$ cat src/rtl/mcc_pipe_adder.sv
// mcc_pipe_adder: pipelined Manchester-carry-chain adder/subtractor.
// W-bit operands are split into NSEG = W/SEG segments; each pipeline stage
// resolves one SEG-bit carry chain and registers its carry for the next stage.
// Operands and completed sum bits ride along with each beat so the whole
// result lines up in the final stage. A valid/ready handshake stalls the
// entire pipeline together when the output is blocked.
// Optional feature: define MCC_PIPE_SATURATE_EN to add the 'sat' input,
// which clamps signed-overflowing results in the final stage.
module mcc_pipe_adder #(
    parameter int W   = 16,
    parameter int SEG = 4
) (
    input  logic         clk,
    input  logic         rst,
    input  logic         in_valid,
    output logic         in_ready,
    input  logic [W-1:0] a,
    input  logic [W-1:0] b,
    input  logic         cin,
    input  logic         sub,
`ifdef MCC_PIPE_SATURATE_EN
    input  logic         sat,
`endif
    output logic         out_valid,
    input  logic         out_ready,
    output logic [W-1:0] sum,
    output logic         cout,
    output logic         ovf
);

    localparam int NSEG = W / SEG;

    // Per-stage registers: index k holds the beat after segment k was resolved.
    logic         v_q [NSEG];
    logic [W-1:0] a_q [NSEG];
    logic [W-1:0] b_q [NSEG];
    logic [W-1:0] s_q [NSEG];
    logic         c_q [NSEG];
    logic         ovf_q;

    // Stage inputs (what each stage sees from its upstream neighbour).
    logic         in_v_s [NSEG];
    logic [W-1:0] in_a_s [NSEG];
    logic [W-1:0] in_b_s [NSEG];
    logic [W-1:0] in_s_s [NSEG];
    logic         in_c_s [NSEG];

    // Stage next-state values.
    logic [W-1:0] s_d [NSEG];
    logic         c_d [NSEG];
    logic         ovf_d;

`ifdef MCC_PIPE_SATURATE_EN
    logic         sat_q    [NSEG];
    logic         in_sat_s [NSEG];
`endif

    logic en_s;

    // The whole pipeline advances only when the output slot can be refilled.
    assign en_s      = out_ready | ~v_q[NSEG-1];
    assign in_ready  = en_s;
    assign out_valid = v_q[NSEG-1];
    assign sum       = s_q[NSEG-1];
    assign cout      = c_q[NSEG-1];
    assign ovf       = ovf_q;

    // Route each stage's inputs: stage 0 from the ports (with subtract prep),
    // later stages from the previous stage's registers.
    always_comb begin
        for (int k = 0; k < NSEG; k++) begin
            in_v_s[k] = in_valid;
            in_a_s[k] = a;
            in_b_s[k] = sub ? ~b : b;
            in_s_s[k] = {W{1'b0}};
            in_c_s[k] = sub ? 1'b1 : cin;
`ifdef MCC_PIPE_SATURATE_EN
            in_sat_s[k] = sat;
`endif
        end
        for (int k = 1; k < NSEG; k++) begin
            in_v_s[k] = v_q[k-1];
            in_a_s[k] = a_q[k-1];
            in_b_s[k] = b_q[k-1];
            in_s_s[k] = s_q[k-1];
            in_c_s[k] = c_q[k-1];
`ifdef MCC_PIPE_SATURATE_EN
            in_sat_s[k] = sat_q[k-1];
`endif
        end
    end

    // Resolve one SEG-bit carry chain per stage; track the carry into the MSB
    // for signed overflow and apply the optional clamp at the last stage.
    always_comb begin
        logic [W-1:0] s_v;
        logic         c_v;
        logic         g_v;
        logic         p_v;
        logic         cmsb_v;
        int           idx;
        s_v    = {W{1'b0}};
        c_v    = 1'b0;
        g_v    = 1'b0;
        p_v    = 1'b0;
        cmsb_v = 1'b0;
        idx    = 0;
        for (int k = 0; k < NSEG; k++) begin
            s_v = in_s_s[k];
            c_v = in_c_s[k];
            for (int j = 0; j < SEG; j++) begin
                idx = k * SEG + j;
                g_v = in_a_s[k][idx] & in_b_s[k][idx];
                p_v = in_a_s[k][idx] ^ in_b_s[k][idx];
                if (idx == W - 1) begin
                    cmsb_v = c_v;
                end else begin
                    cmsb_v = cmsb_v;
                end
                s_v[idx] = p_v ^ c_v;
                c_v      = g_v | (p_v & c_v);
            end
            s_d[k] = s_v;
            c_d[k] = c_v;
        end
        ovf_d = cmsb_v ^ c_d[NSEG-1];
`ifdef MCC_PIPE_SATURATE_EN
        if (in_sat_s[NSEG-1] && ovf_d) begin
            if (!in_a_s[NSEG-1][W-1] && !in_b_s[NSEG-1][W-1]) begin
                s_d[NSEG-1] = {1'b0, {(W-1){1'b1}}};
            end else if (in_a_s[NSEG-1][W-1] && in_b_s[NSEG-1][W-1]) begin
                s_d[NSEG-1] = {1'b1, {(W-1){1'b0}}};
            end else begin
                s_d[NSEG-1] = s_d[NSEG-1];
            end
        end else begin
            s_d[NSEG-1] = s_d[NSEG-1];
        end
`endif
    end

    // Pipeline registers: cleared asynchronously, advanced together on en;
    // bubbles move the valid bit only and leave data registers untouched.
    always_ff @(posedge clk or posedge rst) begin
        if (rst) begin
            for (int k = 0; k < NSEG; k++) begin
                v_q[k] <= 1'b0;
                a_q[k] <= {W{1'b0}};
                b_q[k] <= {W{1'b0}};
                s_q[k] <= {W{1'b0}};
                c_q[k] <= 1'b0;
`ifdef MCC_PIPE_SATURATE_EN
                sat_q[k] <= 1'b0;
`endif
            end
            ovf_q <= 1'b0;
        end else if (en_s) begin
            for (int k = 0; k < NSEG; k++) begin
                v_q[k] <= in_v_s[k];
                if (in_v_s[k]) begin
                    a_q[k] <= in_a_s[k];
                    b_q[k] <= in_b_s[k];
                    s_q[k] <= s_d[k];
                    c_q[k] <= c_d[k];
`ifdef MCC_PIPE_SATURATE_EN
                    sat_q[k] <= in_sat_s[k];
`endif
                end
            end
            if (in_v_s[NSEG-1]) begin
                ovf_q <= ovf_d;
            end
        end
    end

endmodule

$ cat config.mk
export PLATFORM = sky130hd
export DESIGN_NAME = mcc_pipe_adder
export DESIGN_NICKNAME = d
export VERILOG_FILES = /design/src/rtl/mcc_pipe_adder.sv
export SDC_FILE = /design/constraint.sdc
export NUM_CORES = 1
export LEC_CHECK = 0
export CAP_MARGIN = 40
export CORE_AREA = 2 2 101 103
export DETAILED_ROUTE_END_ITERATION = 7
export DIE_AREA = 0 0 103 105
export PLACE_DENSITY = 0.66
export SETUP_SLACK_MARGIN = 0.2
export SLEW_MARGIN = 20
export SYNTH_ARGS = -nofsm -noshare
export SYNTH_HDL_FRONTEND = slang
export SYNTH_SLANG_ARGS = --single-unit
$ cat constraint.sdc
create_clock -name clk -period 4.1 [get_ports clk]
set_input_delay 0.41 -clock clk [delete_from_list [all_inputs] [get_ports clk]]
set_output_delay 0.41 -clock clk [all_outputs]
set_load 0.05 [all_outputs]
==> key figures <==
Run status
  – Status: finished clean

Worst setup path
  – Worst R2R Path Depth: 9
  – Element type at the critical path end: flip-flop
  – Crit start category: input port
  – Setup CP Type: input port to flip-flop
  – CP required: 4.35 ns
  – Critical path fanouts, max: 3
  – CP arrival: 3.02 ns

Finish
  – Share of cells above drive strength 1: 0.253
  – Layout area overhead: 21.6%
  – Number of antenna diodes: 0
  – Fill cell count: 869
  – Post-Layout Inst Area: 5170 sq um
  – Finished Core Util: 0.537
  – Nets: 412

Floorplan
  – Starting Density: 0.441
  – Core area: roughly 9600 sq um
  – FP Rows: 36
  – Die ar.: 10,800 sq um
  – IO Pins: 58
  – Die X-Extent: around 100 microns
  – Die Span Y: 105 microns

Timing
  – Rel. slew slack: 0.519
  – Minimum clock period: between 2 and 3 ns
  – WHS: ~0.32 ns
  – FMAX: 362 MHz
  – Final Hold Viols: 0
  – # setup viols final: 0
  – Fin crit share: 0.675
  – Worst-case clock skew: 0.0122 ns
  – RSZ-0062 raised after global routing: no
  – Sum Neg Setup Slack: 0 ns
  – Worst slew pin tran: 0.719 ns
  – Fin. max-slew vios: 0

Clock tree
  – Worst skew pair latency: 0.36 ns
  – CTS tree: done
  – Post-cts gate resize count: 0
  – Total clock sinks: 97
  – H-tree lvl count: 3
  – Setup bufs post-CTS: 0
  – Cts bufs inserted: 9
  – CTS root buf: clkbuf_8
  – CTS clk-pin slew, worst paths: 0.10 ns
  – Post-cts hold buffer count: 0
  – CTS Buffer Depth: 2

Pwr
  – PwrDens: between 700 and 800 nW/um^2
  – P_leak: 2.24 nW
  – Peak VDD IR: approximately 0.28 mV
  – Power, Total: 4.05 mW

Synth
  – Syn Area/Cell: 14.1 sq um
  – Post-synth cell types: 23
  – Seq/Total Area, Yosys: 0.570
  – Synth Register Bits: 97
  – Yosys warnings: 0
  – Syn_nets: around 360
  – Mapped Cells: 302
  – Mapped Area: 4260 sq um

GRT
  – Routing usage on met2: 0.218
  – GRT busiest layer: met2
  – Grt ovf: 0
  – Initial antenna violation count: 0
  – Largest net degree at the start of global routing: 59
  – Global routing usage on met1: 0.205
  – Met3 Use GR: 0.0241
  – GR Util All Layers: 0.145
  – Vias in the first global route: roughly 2,500
  – First-pass GRT wire length: 12.1 mm

Detailed routing
  – DRT Wirelength: 7.10 mm
  – DR vias/cell: 4.77
  – Drt drc: 0
  – Routed Antenna Nets: 0
  – Iteration-0 DRC Markers: 47
  – DR pass1 iterations: 4
  – Via Count: 2,368
  – Drt wl/cell: 14.3 microns

Placement
  – Hpwl dp: 5.00 mm
  – GP Congestion: roughly 0.69
  – IO buf count: 57
  – DP Area: ~4900 sq um

Min path
  – Hold Crit Class: input port to asynchronous set/reset pin

Job
  – Max-Cap Viols: 0
layout make-up:
class,instances,area (sq um),share of cell area
clock buffers,10,138,0.0266
clock inverters,6,91.3,0.0177
inverters,32,123,0.0237
multi-input cells,157,1600,0.309
flip-flops and latches,97,2430,0.469
well taps,133,166,0.0322
repair buffers,61,628,0.121
state kept, by name, indices dropped and copies added (netlist names):
name       flops
a_q           24
b_q           24
in_s_s        24
sum           16
c_q            3
in_v_s         3
cout           1
out_valid      1
ovf            1
synthesized netlist by cell type (all sizes together):
master / count / area share
a21oi: 29 / 0.034
a31oi: 3 / 0.0044
and2: 1 / 0.0021
buf: 15 / 0.024
clkbuf: 1 / 0.00088
dfrtp: 97 / 0.57
fa: 16 / 0.075
inv: 32 / 0.028
mux2: 67 / 0.19
mux2i: 6 / 0.014
nand2: 4 / 0.0059
nand2b: 1 / 0.0032
nand3: 5 / 0.0059
nor2: 1 / 0.00088
o21ai: 7 / 0.0082
xnor2: 14 / 0.029
xor2: 3 / 0.0062
critical path: stages:
cell             delay [ns]
clkdlybuf4s50_1        0.48
xnor2_1                0.17
fa_1                   0.41
fa_1                   0.41
fa_1                   0.38
inv_1                  0.08
fa_1                   0.42
mux2_4                 0.26
where the power goes:
group / total, mW / internal [mW] / leakage [nW] / switching (mW)
combinational: 1.73 / 0.829 / 1.03 / 0.899
sequential: 1.63 / 1.39 / 1.11 / 0.239
clock: 0.693 / 0.361 / 0.105 / 0.332
total: 4.05 / 2.59 / 2.24 / 1.47
routing by layer:
metal / wire length [microns] / part of all wire
met1: 3390 / 0.48
met2: 3320 / 0.47
met3: 224 / 0.032
met4: 170 / 0.024
met5: 0 / 0
cell families (layout without fill, tap and decap cells):
kind of cell             Yosys count  after routing  synth area share
AO/OA/AOI/OAI                     39             39            0.0468
XOR/XNOR                          17             17            0.0350
adder cells (fa/ha/maj)           16             16            0.0753
multiplexers                      73             73             0.201
flip-flops                        97             97             0.570
buffers and inverters             48            109            0.0535
AND/OR/NAND/NOR                   12             12            0.0179
worst paths after layout:
| path | slack [ns] | endpoint | start |
|---|---|---|---|
| setup / recovery | 1.33 | in_s_s[35] | sub |
| max in group asynchronous | 2.86 | in_v_s[1] | rst |
| hold reg to reg | 0.50 | sum[6] | in_s_s[6] |
| setup reg to reg | 1.87 | ovf | a_q[28] |
| hold / removal | 0.32 | sum[3] | rst |
| min in group clk | 0.50 | sum[6] | in_s_s[6] |
placed cells by master, fill, tap and decap left out:
cell             Yosys  final
dfrtp_1             97     97
clkdlybuf4s50_1      0     57
mux2_2              56     56
inv_1               32     31
a21oi_1             29     29
fa_1                16     16
xnor2_1             14     14
mux2_4              11     11
clkbuf_8             0     10
o21ai_0              7      7
mux2i_1              6      6
nand3_1              5      5
a31oi_1              3      3
xor2_1               3      3
clkinvlp_4           0      3
nand2_1              2      2
bufinv_16            0      2
buf_4                2      2
nand2b_4             1      1
nand2_4              1      1
and2_4               1      1
nand2_2              1      1
nor2_1               1      1
inv_4                0      1
clkinv_4             0      1
buf_8                0      1
buf_16               0      1
metrics by stage:
| step | cells | worst slack (ns) |
|---|---|---|
| 2_1_floorplan | 302 | 1.14 |
| 3_3_place_gp | 478 | 1.02 |
| 3_5_place_dp | 480 | 0.933 |
| 4_1_cts | 496 | 1.33 |
| 5_1_grt | 496 | 1.24 |
| 6_report | 496 | 1.33 |
(Power assumes the default switching activity.)
